File: config.mk
export PLATFORM = sky130hd
export DESIGN_NAME = ifetch
export DESIGN_NICKNAME = d
export VERILOG_FILES = /design/src/rtl/ifetch.sv
export SDC_FILE = /design/constraint.sdc
export NUM_CORES = 1
export LEC_CHECK = 0
export ABC_AREA = 1
export BUFFER_PORTS_ARGS = -buffer_cell sky130_fd_sc_hd__buf_2
export CELL_PAD_IN_SITES_DETAIL_PLACEMENT = 1
export CELL_PAD_IN_SITES_GLOBAL_PLACEMENT = 1
export CORE_ASPECT_RATIO = 1.1
export CORE_MARGIN = 2
export CORE_UTILIZATION = 30
export CTS_CLUSTER_DIAMETER = 80
export DETAILED_ROUTE_END_ITERATION = 10
export GPL_ROUTABILITY_DRIVEN = 0
export PLACE_DENSITY_LB_ADDON = 0.1
export SETUP_SLACK_MARGIN = 0.5
export SLEW_MARGIN = 20
export SYNTH_ARGS = -nofsm -noshare
export SYNTH_HDL_FRONTEND = slang
export SYNTH_SLANG_ARGS = --single-unit
File: constraint.sdc
create_clock -name clk -period 2.25 [get_ports clk]
set_clock_uncertainty 0.2 [all_clocks]
set_input_delay 0.5625 -clock clk [delete_from_list [all_inputs] [get_ports clk]]
set_output_delay 0.5625 -clock clk [all_outputs]
set_load 0.05 [all_outputs]
File: src/rtl/ifetch.sv
// rtl/ifetch.sv - RISC-V instruction fetch stage with IF/ID register, redirect, halt/drain and misalignment trap.
module ifetch #(
    parameter int          DWIDTH   = 32,
    parameter int          AWIDTH   = 5,
    parameter logic [31:0] RESET_PC = 32'h0000_0000
) (
    input  logic              clk,
    input  logic              nReset,
    output logic [31:0]       imem_addr,
    input  logic [DWIDTH-1:0] imem_instr,
    input  logic              redirect,
    input  logic [31:0]       redirect_pc,
    input  logic              id_ready,
    output logic              id_valid,
    output logic [DWIDTH-1:0] id_instr,
    output logic [31:0]       id_pc,
    output logic [31:0]       id_pc4,
    input  logic              halt_req,
    output logic              halted,
    output logic              misaligned_err,
    output logic [31:0]       fetch_count
);

    typedef enum logic [1:0] {
        S_BOOT  = 2'd0,
        S_RUN   = 2'd1,
        S_DRAIN = 2'd2,
        S_HALT  = 2'd3
    } state_t;

    state_t            state_q, state_d;
    logic [31:0]       pc_q, pc_d;
    logic              valid_q, valid_d;
    logic [DWIDTH-1:0] instr_q, instr_d;
    logic [31:0]       idpc_q, idpc_d;
    logic              halted_q, halted_d;
    logic              err_q, err_d;
    logic [31:0]       cnt_q, cnt_d;

    logic handshake;
    logic misalign;

    // A redirect flushes the held instruction, so it never counts as a handshake.
    assign handshake = valid_q && id_ready && !redirect;
    assign misalign  = redirect && (redirect_pc[1:0] != 2'b00);

    assign imem_addr = {{(32 - AWIDTH){1'b0}}, pc_q[AWIDTH+1:2]};

    always_comb begin
        state_d = state_q;
        pc_d    = pc_q;
        valid_d = valid_q;
        instr_d = instr_q;
        idpc_d  = idpc_q;
        err_d   = err_q;
        cnt_d   = cnt_q;

        if (handshake) begin
            cnt_d   = cnt_q + 32'd1;
            valid_d = 1'b0;
        end
        if (redirect) begin
            pc_d    = {redirect_pc[31:2], 2'b00};
            valid_d = 1'b0;
            if (misalign) begin
                err_d = 1'b1;
            end
        end

        unique case (state_q)
            S_BOOT: begin
                state_d = (halt_req || misalign) ? S_HALT : S_RUN;
            end
            S_RUN: begin
                if (misalign) begin
                    state_d = S_HALT;
                end else if (halt_req) begin
                    state_d = (!valid_q || handshake || redirect) ? S_HALT : S_DRAIN;
                end else if (!redirect && (!valid_q || id_ready)) begin
                    instr_d = imem_instr;
                    idpc_d  = pc_q;
                    valid_d = 1'b1;
                    pc_d    = pc_q + 32'd4;
                end
            end
            S_DRAIN: begin
                if (redirect || handshake || !valid_q) begin
                    state_d = S_HALT;
                end
            end
            S_HALT: begin
                if (!halt_req && !err_q && !misalign) begin
                    state_d = S_RUN;
                end
            end
            default: state_d = S_BOOT;
        endcase

        halted_d = (state_d == S_HALT);
    end

    always_ff @(posedge clk or negedge nReset) begin
        if (!nReset) begin
            state_q  <= S_BOOT;
            pc_q     <= RESET_PC;
            valid_q  <= 1'b0;
            instr_q  <= '0;
            idpc_q   <= 32'd0;
            halted_q <= 1'b0;
            err_q    <= 1'b0;
            cnt_q    <= 32'd0;
        end else begin
            state_q  <= state_d;
            pc_q     <= pc_d;
            valid_q  <= valid_d;
            instr_q  <= instr_d;
            idpc_q   <= idpc_d;
            halted_q <= halted_d;
            err_q    <= err_d;
            cnt_q    <= cnt_d;
        end
    end

    assign id_valid       = valid_q;
    assign id_instr       = instr_q;
    assign id_pc          = idpc_q;
    assign id_pc4         = idpc_q + 32'd4;
    assign halted         = halted_q;
    assign misaligned_err = err_q;
    assign fetch_count    = cnt_q;

endmodule
==> flow_summary.yaml, run 1 <==
routing:
  drc: 0
  first_pass_iters: 4
  via_count: 8368
  wl_per_cell_um: 16.5
  totalWireLength_um: 29900
  drtAntennaViolNets: 0
  via_per_inst: 4.62
  drtIter0Drc: 326
timing:
  post-route-min-period_ns: 2.86
  timing.fmax_mhz: 349
  hold_viol: 0
  fin_setup_tns_ns: -13.68
  worst_slack_ns: -0.614
  finalCritPeriodShare_pct: 127
  rsz0062_at_grt: "true"
  setup-violations-final: 29
  slew_headroom_pct: 60.4
  slew_viol_final: 0
  worstMarginPinSlew_ns: 0.594
hold_path:
  whs_endpoint: "id_instr[12]$_DFFE_PN0P_"
  hold_depth: 3
  min_from: "imem_instr[12]"
  min_path_type: "primary input to register"
power:
  pwr-share-seq_pct: 40.9
  power.share.clock_pct: 50.0
  p_leak_nw: 6.75
  pwr-share-comb_pct: 9.1
  power_density_mw_per_mm2: 443
  peakVddDrop_mv: 0.411
  p_int_w: 0.00452
  p_switching_w: 0.00161
  sw_frac_of_total_pct: 26.3
yosys:
  ys_seq_elements: 133
  yosys_warnings: 0
  syn_area_mm2: 0.00776
  synth_top_area_share_pct: 42.9
  ys.flop_type: "dfrtp_1"
  yosys.area_share.adder_pct: 0.484
  synth_seq_area_share_pct: 42.9
  synth_edf_count: 0
  syn_avg_cell_area_um2: 7.33
  synth.top_cells.by_area: "dfrtp_1 43%, nand2_1 19%, nor2_1 5.3%, inv_1 5.1%, xor2_1 4.7%"
  ys_types: 37
  synth_top_family_by_area: "simple AND/OR/NAND/NOR gates"
  yosys.area_share.simple_pct: 34.7
  postSynthCellCount: 1058
  yosys.area_share.xor_xnor_pct: 5.31
  async_flop_share_pct: 100
  synth_mux_area_share_pct: 0
  synth-compound-area-share_pct: 6.07
  yosysTopAreaCell: "dfrtp_1"
final_layout:
  fill_cells: 2988
  fin_nets: 1523
  areaGrowthSynthToFinish_pct: 78.4
  layout_common_cells: "346 x nand2_1, 133 x buf_4, 128 x buf_6, 87 x inv_1, 75 x buf_8"
  layout_commonest_cell: "nand2_1"
  drive_gt1_share_pct: 46.9
setup_path:
  crit_fanout: 4
  worstPathRequired_ns: 1.49
  reg2reg_from: "fetch_count[0]$_DFFE_PN0P_"
  reg2reg_depth: 8
  startpoint_type: "register"
  crit_type: "register to output pin"
  rr_endpoint: "fetch_count[28]$_DFFE_PN0P_"
  r2r_slack_ns: 0.39
  end_kind: "output pin"
  crit_arrival_ns: 2.10
global_route:
  grt_pass1_wl_um: 47000
  gr-usage-all-layers_pct: 21.7
  grt.overflow.total: 0
  grt_max_degree: 54
  grt_pass1_vias: 8835
  antenna_found_initial: 5
floorplanning:
  io_pins: 232
  core.rowCount: 61
  die_w_um: 157
  initial_utilization_pct: 30.6
  coreArea_mm2: 0.0253
  fp.dieH_um: 173
  die_area_mm2: 0.0272
placement:
  dp_hpwl_um: 20400
  port_buffers: 204
  pre_cts_ws_ns: -0.165
flow_run:
  drv_cap: 0
clock_network:
  cts_buffer_depth: 2
  cts-root-buf: "clkbuf_16"
  cts_tree: "done"
  clock-sinks: 133
  htreeDepth: 4
  clk_pin_slew_ns: 0.07
  clk-insertion-delay-late_ns: 0.42
  cts_made_buffers: 17
outcome:
  violations: "setup timing"
  status: "finished with violations"
==> state kept, by name, summed over array words and instances, names as in the netlist <==
register,flops
misaligned_err,1
pc_q,32
id_valid,1
fetch_count,32
state_q,2
id_pc,32
halted,1
id_instr,32
==> per-layer routing <==
metal | up-vias | GRT usage, % | part of all wire [%]
li1 | 4047 | - | -
met4 | 4 | 4.36 | 1.7
met3 | 39 | 4.41 | 4.3
met5 | - | 0 | 0.074
met1 | 4090 | 29.5 | 45
met2 | 188 | 35.9 | 49
==> what timing repair did <==
action / 4_1_cts / 5_1_grt
setup endpoints to repair: 199 / 209
hold endpoints to repair: 48 / 0
hold buffers: 1 / 0
pin swaps: 32 / 65
resized for setup: 430 / 149
setup buffers: 53 / 41
==> critical path, stage by stage (launching register included) <==
cell and delay, ns:
dfrtp_2 0.40, ha_4 0.16, nand3_4 0.09, nor3_4 0.23, nand2_2 0.10, nor2_4 0.20, buf_6 0.15, xor2_4 0.17
buf_8 0.17
==> kinds of logic (layout without fill, tap and decap cells) <==
logic type / count (synthesis) / after routing
adder cells (fa/ha/maj): 3 / 3
buffers and inverters: 171 / 551
other: 1 / 29
AO/OA/AOI/OAI: 84 / 84
AND/OR/NAND/NOR: 619 / 619
flip-flops: 133 / 133
XOR/XNOR: 47 / 47
==> final cells by class <==
cell class                      count  area, µm²  area share (%)
Antenna cell                        2       5.00          0.0362
Clock buffer                       18        439            3.17
Inverter                          109        462            3.34
Tap cell                          346        433            3.13
Clock inverter                     14        198            1.43
Sequential cell                   133       3420            24.7
Multi-Input combinational cell    780       4850            35.1
Timing Repair Buffer              410       4030            29.1
==> cells in the mapped netlist (2+ instances only) <==
library cell / n
nand3_2: 6
buf_2: 20
nor3_4: 4
nand3b_1: 7
nor2_4: 4
ha_1: 3
nand4_1: 20
a21oi_1: 12
nor2_1: 110
xnor2_1: 5
inv_2: 2
nand2_2: 3
o211ai_1: 8
nor3_2: 5
clkbuf_1: 5
xor2_1: 42
buf_4: 35
dfrtp_1: 133
inv_1: 106
nand3_1: 37
nand2_1: 383
o21a_1: 2
nor2_2: 6
o22ai_1: 5
o21ai_0: 47
a31oi_1: 6
nor3_1: 29
buf_6: 2
nor4_1: 2
a21boi_0: 2
==> power groups by stage <==
stage	logic [W]	clock network (W)	registers (W)
2_1_floorplan	0.000336	0	0.00253
3_3_place_gp	0.000481	0	0.00254
3_5_place_dp	0.000488	0	0.00254
4_1_cts	0.000527	0.00313	0.00250
5_1_grt	0.000618	0.00324	0.00251
6_report	0.000560	0.00307	0.00251
==> worst max path at each step <==
stage | from | end | slack, ns | cells after the start
3_3_place_gp | id_pc[2]$_DFFE_PN0P_ | id_pc4[28] | -0.15 | 10
4_1_cts | id_pc[2]$_DFFE_PN0P_ | id_pc4[28] | -0.54 | 10
5_1_grt | id_pc[2]$_DFFE_PN0P_ | id_pc4[28] | -0.73 | 9
6_report | id_pc[3]$_DFFE_PN0P_ | id_pc4[16] | -0.61 | 8
3_5_place_dp | id_pc[2]$_DFFE_PN0P_ | id_pc4[28] | -0.16 | 10
2_1_floorplan | id_pc[3]$_DFFE_PN0P_ | id_pc4[16] | -0.36 | 6
==> stage by stage <==
stage	std cells	hold WS, ns	util (%)	total power (W)	area [µm²]
2_1_floorplan	1084	0.0669	-	0.00286	8520
4_1_cts	1769	0.112	51.1	0.00616	12900
6_report	1812	0.132	54.6	0.00614	13800
3_3_place_gp	1683	0.258	41.4	0.00302	10500
5_1_grt	1812	0.123	54.6	0.00638	13800
3_5_place_dp	1683	0.259	41.4	0.00303	10500
(Power assumes the default switching activity.)
==> run 2: changes to the inputs <==
--- a/config.mk
+++ b/config.mk
@@ -6,10 +6,11 @@
 export NUM_CORES = 1
 export LEC_CHECK = 0
 export ABC_AREA = 1
+export ABC_CLOCK_PERIOD_IN_PS = 2250
 export BUFFER_PORTS_ARGS = -buffer_cell sky130_fd_sc_hd__buf_2
 export CELL_PAD_IN_SITES_DETAIL_PLACEMENT = 1
 export CELL_PAD_IN_SITES_GLOBAL_PLACEMENT = 1
-export CORE_ASPECT_RATIO = 1.1
+export CORE_ASPECT_RATIO = 0.7
 export CORE_MARGIN = 2
 export CORE_UTILIZATION = 30
 export CTS_CLUSTER_DIAMETER = 80
==> run 2 against run 1 <==
Net effect:
- the run still ends with setup timing left
- cell area rose by 1.5%
- global-route usage up 1.3 points
- setup slack worse by 0.040 ns
- critical path depth unchanged
- utilization is 0.31 points higher
- hold slack lost 0.0021 ns
==> flow_summary.yaml, run 2 (synthesis gave the netlist of run 1 again) <==
outcome:
  status: "finished with violations"
  violations: "setup timing"
setup_path:
  cp.depth: 8
  reg2reg_depth: 9
  reg2reg_from: "pc_q[2]$_DFF_PN0_"
  r2r_slack_ns: 0.32
  startpoint_type: "register"
  crit_buf_inv: 3
  critPathLaunch: "id_pc[10]$_DFFE_PN0P_"
  end_kind: "output pin"
  worstPathRequired_ns: 1.49
  cpMaxStageDelayCell: "dfrtp_4"
  crit_fanout: 4
  worstPathCellList: "nand2_4 > buf_6 > nor3_4 > buf_6 > nand3_4 > nor3_4 > xor2_4 > buf_8"
  rr_endpoint: "pc_q[30]$_DFF_PN0_"
  max_stage_delay_ns: 0.46
  cp_top_family: "simple AND/OR/NAND/NOR gates"
  crit_arrival_ns: 2.14
  crit_type: "register to output pin"
clock_network:
  clk_pin_slew_ns: 0.06
  cts-root-buf: "clkbuf_16"
  cts_made_buffers: 17
  clk-insertion-delay-late_ns: 0.43
  cts_buffer_depth: 2
  cts_tree: "done"
  clock-sinks: 133
  htreeDepth: 4
timing:
  rsz0062_at_grt: "true"
  slew_viol_final: 0
  hold_viol: 0
  setup-violations-final: 28
  finalCritPeriodShare_pct: 129
  timing.fmax_mhz: 344
  worst_slack_ns: -0.654
  post-route-min-period_ns: 2.90
  worst_hold_slack_ns: 0.130
  fin_setup_tns_ns: -14.14
global_route:
  antenna_found_initial: 1
  grt_max_degree: 64
  grt_pass1_vias: 8571
  grt_pass1_wl_um: 48700
  grt.overflow.total: 0
  gr-usage-all-layers_pct: 23.0
final_layout:
  layout_commonest_cell: "nand2_1"
  final_cell_count_no_fill: 1810
  areaGrowthSynthToFinish_pct: 81.1
  fin_nets: 1537
  drive_gt1_share_pct: 49.4
  layout_common_cells: "332 x nand2_1, 137 x buf_4, 133 x buf_6, 87 x inv_1, 73 x buf_8"
routing:
  via_count: 8458
  first_pass_iters: 5
  via_per_inst: 4.67
  drc: 0
  drtAntennaViolNets: 0
  totalWireLength_um: 32700
  wl_per_cell_um: 18.1
  drtIter0Drc: 346
floorplanning:
  initial_utilization_pct: 30.3
  core.rowCount: 49
  fp.dieH_um: 139
  io_pins: 232
  die_w_um: 196
  coreArea_mm2: 0.0256
  die_area_mm2: 0.0272
placement:
  dp_hpwl_um: 22000
  pre_cts_ws_ns: -0.332
  dp.cells: 1662
  port_buffers: 204
power:
  power_density_mw_per_mm2: 410
  peakVddDrop_mv: 0.530
  finalPower_w: 0.00576
  p_leak_nw: 6.91
hold_path:
  min_path_type: "primary input to register"
  min_from: "imem_instr[25]"
  whs_endpoint: "id_instr[25]$_DFFE_PN0P_"
  hold_depth: 3
flow_run:
  drv_cap: 0
==> run 2: changes by cell type in the layout (fill, tap and decap cells not counted), sizes merged <==
cell    delta
buf       +13
clkbuf     +6
bufinv     -3
inv        -3
clkinv     +1
diode      -1
==> run 2: what timing repair did <==
item,in CTS,in global routing
gates resized for setup,451,170
endpoints found under the hold margin,32,0
setup endpoints to repair,192,189
setup buffers,54,59
pin swaps,32,90
cloned,0,1
hold buffers,1,0
==> run 2: worst max path at each step <==
stage,end
final,id_pc4[31]
after global routing,id_pc4[28]
after CTS,id_pc4[23]
after detailed placement,id_pc4[26]
after global placement,id_pc4[14]
after floorplan,id_pc4[16]
==> run 2: per-layer routing <==
| layer | vias up | share of wire (%) | track usage [%] | wire length [µm] |
|---|---|---|---|---|
| li1 | 4077 | - | - | - |
| met1 | 4153 | 48 | 34.1 | 15800 |
| met2 | 210 | 47 | 35.3 | 15300 |
| met3 | 18 | 4.4 | 4.44 | 1430 |
| met4 | 0 | 0.71 | 3.71 | 232 |
| met5 | - | 0 | 0 | 0 |
==> run 2: worst register-to-register path: stages, from the launching register on <==
cell	delay (ns)
dfrtp_1	0.40
ha_4	0.17
nand2_4	0.06
nor2_4	0.25
nand4_4	0.16
nor2_4	0.25
buf_6	0.14
nand4_1	0.08
nand2_1	0.08
nor2_1	0.04
==> run 2: power breakdown <==
group	internal, W	switching [W]	leakage [nW]	total, W
combinational	0.000186	0.000384	5.06	0.000570
clock	0.00157	0.00111	0.267	0.00268
sequential	0.00244	0.0000677	1.59	0.00251
==> run 2: per-stage QoR <==
step | utilization [%] | instance area, µm²
6_report | 54.9 | 14000
5_1_grt | 54.9 | 14000
4_1_cts | 50.6 | 12900
3_5_place_dp | 40.9 | 10500
3_3_place_gp | 40.9 | 10500
2_1_floorplan | - | 8520
==> run 2: area by class of cell <==
class	instances	area [µm²]
flip-flops and latches	133	3420
diodes	1	2.50
inverters	109	457
fillers	2962	11500
clock buffers	23	468
clock inverters	9	78.8
well taps	331	414
multi-input cells	780	4960
repair buffers	424	4240
==> run 3: changes to the inputs <==
--- a/config.mk
+++ b/config.mk
@@ -8,11 +8,11 @@
 export ABC_AREA = 1
 export ABC_CLOCK_PERIOD_IN_PS = 2250
 export BUFFER_PORTS_ARGS = -buffer_cell sky130_fd_sc_hd__buf_2
-export CELL_PAD_IN_SITES_DETAIL_PLACEMENT = 1
-export CELL_PAD_IN_SITES_GLOBAL_PLACEMENT = 1
+export CELL_PAD_IN_SITES_DETAIL_PLACEMENT = 2
+export CELL_PAD_IN_SITES_GLOBAL_PLACEMENT = 2
 export CORE_ASPECT_RATIO = 0.7
 export CORE_MARGIN = 2
-export CORE_UTILIZATION = 30
+export CORE_UTILIZATION = 28
 export CTS_CLUSTER_DIAMETER = 80
 export DETAILED_ROUTE_END_ITERATION = 10
 export GPL_ROUTABILITY_DRIVEN = 0
==> run 3 against run 2 <==
Net effect:
- the flow still finishes with violations (setup timing)
- die area is 7.0% higher
- sequential cell count stayed put
- hold slack worse by 0.019 ns
- setup slack worse by 0.27 ns
- first-iteration DRC count is 110% higher
- global-route usage is 5.1 points higher
- largest cell class unchanged
==> flow_summary.yaml, run 3 (synthesis gave the netlist of run 1 again) <==
setup_path:
  critPathLaunch: "id_pc[2]$_DFFE_PN0P_"
  worstPathCellList: "ha_4 > nand3_4 > nor3_4 > nand2_2 > nor2_4 > nand2_2 > xor2_4 > buf_6"
  worstPathRequired_ns: 1.49
  cpMaxStageDelayCell: "dfrtp_2"
  reg2reg_depth: 9
  cp.depth: 8
  crit_top_cell: "nand2_2"
  reg2reg_from: "pc_q[24]$_DFF_PN0_"
  end_kind: "output pin"
  crit_type: "register to output pin"
  crit_fanout: 4
  crit_end: "id_pc4[20]"
  r2r_slack_ns: -0.08
  max_stage_delay_ns: 0.43
  rr_endpoint: "pc_q[31]$_DFF_PN0_"
  startpoint_type: "register"
  cp_top_family: "simple AND/OR/NAND/NOR gates"
  crit_arrival_ns: 2.41
  crit_buf_inv: 1
global_route:
  gr-usage-all-layers_pct: 28.1
  grt_pass1_wl_um: 61400
  grt_max_degree: 51
  grt.overflow.total: 0
  grt_pass1_vias: 10100
  antenna_found_initial: 6
placement:
  dp_hpwl_um: 24800
  pre_cts_ws_ns: -0.355
  port_buffers: 204
floorplanning:
  fp.dieH_um: 143
  io_pins: 232
  die_area_mm2: 0.0291
  die_w_um: 203
  core.rowCount: 50
  initial_utilization_pct: 28.8
  coreArea_mm2: 0.0270
routing:
  first_pass_iters: 5
  drc: 0
  via_per_inst: 5.49
  wl_per_cell_um: 32.6
  via_count: 10400
  totalWireLength_um: 61600
  drtAntennaViolNets: 0
  drtIter0Drc: 731
timing:
  rsz0062_at_grt: "true"
  timing.fmax_mhz: 315
  worstMarginPinSlew_ns: 0.569
  hold_viol: 0
  worst_hold_slack_ns: 0.112
  post-route-min-period_ns: 3.17
  setup-violations-final: 31
  fin_setup_tns_ns: -20.17
  slew_viol_final: 0
  worst_slack_ns: -0.921
  finalCritPeriodShare_pct: 141
  slew_headroom_pct: 62.0
clock_network:
  htreeDepth: 4
  cts_tree: "done"
  cts-root-buf: "clkbuf_16"
  clk-insertion-delay-late_ns: 0.46
  cts_made_buffers: 17
  clock-sinks: 133
  cts_buffer_depth: 2
  clk_pin_slew_ns: 0.08
power:
  p_leak_nw: 7.23
  peakVddDrop_mv: 0.533
  power_density_mw_per_mm2: 441
outcome:
  violations: "setup timing"
  status: "finished with violations"
final_layout:
  layout_common_cells: "331 x nand2_1, 156 x buf_6, 155 x buf_4, 89 x inv_1, 70 x buf_8"
  areaGrowthSynthToFinish_pct: 91.3
  layout_commonest_cell: "nand2_1"
  drive_gt1_share_pct: 52.1
  fill_cells: 2793
  fin_nets: 1578
  regArea_mm2: 0.00343
  multi_input_area_mm2: 0.00518
hold_path:
  hold_depth: 3
  min_path_type: "primary input to register"
flow_run:
  drv_cap: 0
==> run 3: repair_timing <==
action | 4_1_cts | 5_1_grt
endpoints found under the setup margin | 195 | 209
cloned | 1 | 1
pin swaps | 52 | 87
setup buffers | 72 | 78
gates resized for setup | 499 | 193
endpoints found under the hold margin | 41 | 0
hold buffers | 1 | 0
==> run 3: layout make-up <==
class	instances	share of cell area, %
Multi-Input combinational cell	780	34.9
Clock inverter	13	1.16
Timing Repair Buffer	465	31.4
Clock buffer	19	2.99
Tap cell	364	3.07
Inverter	109	3.21
Sequential cell	133	23.1
Antenna cell	6	0.101
==> run 3: per-stage QoR <==
stage | total power (W) | util (%) | std cells | instance area, µm²
floorplan | 0.00286 | - | 1084 | 8520
CTS | 0.00617 | 49.9 | 1804 | 13400
detailed placement | 0.00305 | 39.0 | 1698 | 10500
finish | 0.00655 | 55.0 | 1889 | 14800
global placement | 0.00303 | 39.0 | 1698 | 10500
global route | 0.00662 | 55.0 | 1888 | 14800
==> run 3: worst min-delay path by stage <==
| stage | to | from | slack, ns |
|---|---|---|---|
| finish | id_instr[13]$_DFFE_PN0P_ | imem_instr[13] | 0.11 |
| global route | id_instr[13]$_DFFE_PN0P_ | imem_instr[13] | 0.12 |
| floorplan | fetch_count[0]$_DFFE_PN0P_ | nReset | 0.07 |
| detailed placement | id_instr[11]$_DFFE_PN0P_ | id_instr[11]$_DFFE_PN0P_ | 0.27 |
| CTS | id_instr[14]$_DFFE_PN0P_ | imem_instr[14] | 0.10 |
| global placement | id_instr[8]$_DFFE_PN0P_ | id_instr[8]$_DFFE_PN0P_ | 0.26 |
==> run 3: power by group <==
group / internal [W] / switching, W / total [W]
Sequential: 0.00244 / 0.000102 / 0.00254
Combinational: 0.000220 / 0.000532 / 0.000752
Clock: 0.00180 / 0.00146 / 0.00326
==> run 3: layer usage <==
metal | vias to the layer above | GRT usage, % | wire, µm
li1 | 4160 | - | -
met1 | 5400 | 36.2 | 23400
met2 | 577 | 48.3 | 31300
met3 | 229 | 5.11 | 3460
met4 | 2 | 8.14 | 3490
met5 | - | 0 | 11
==> run 3: tightest hold or removal path, cell delays in order <==
cell	delay, ns
buf_2	0.07
nand2_1	0.05
nand2_1	0.05
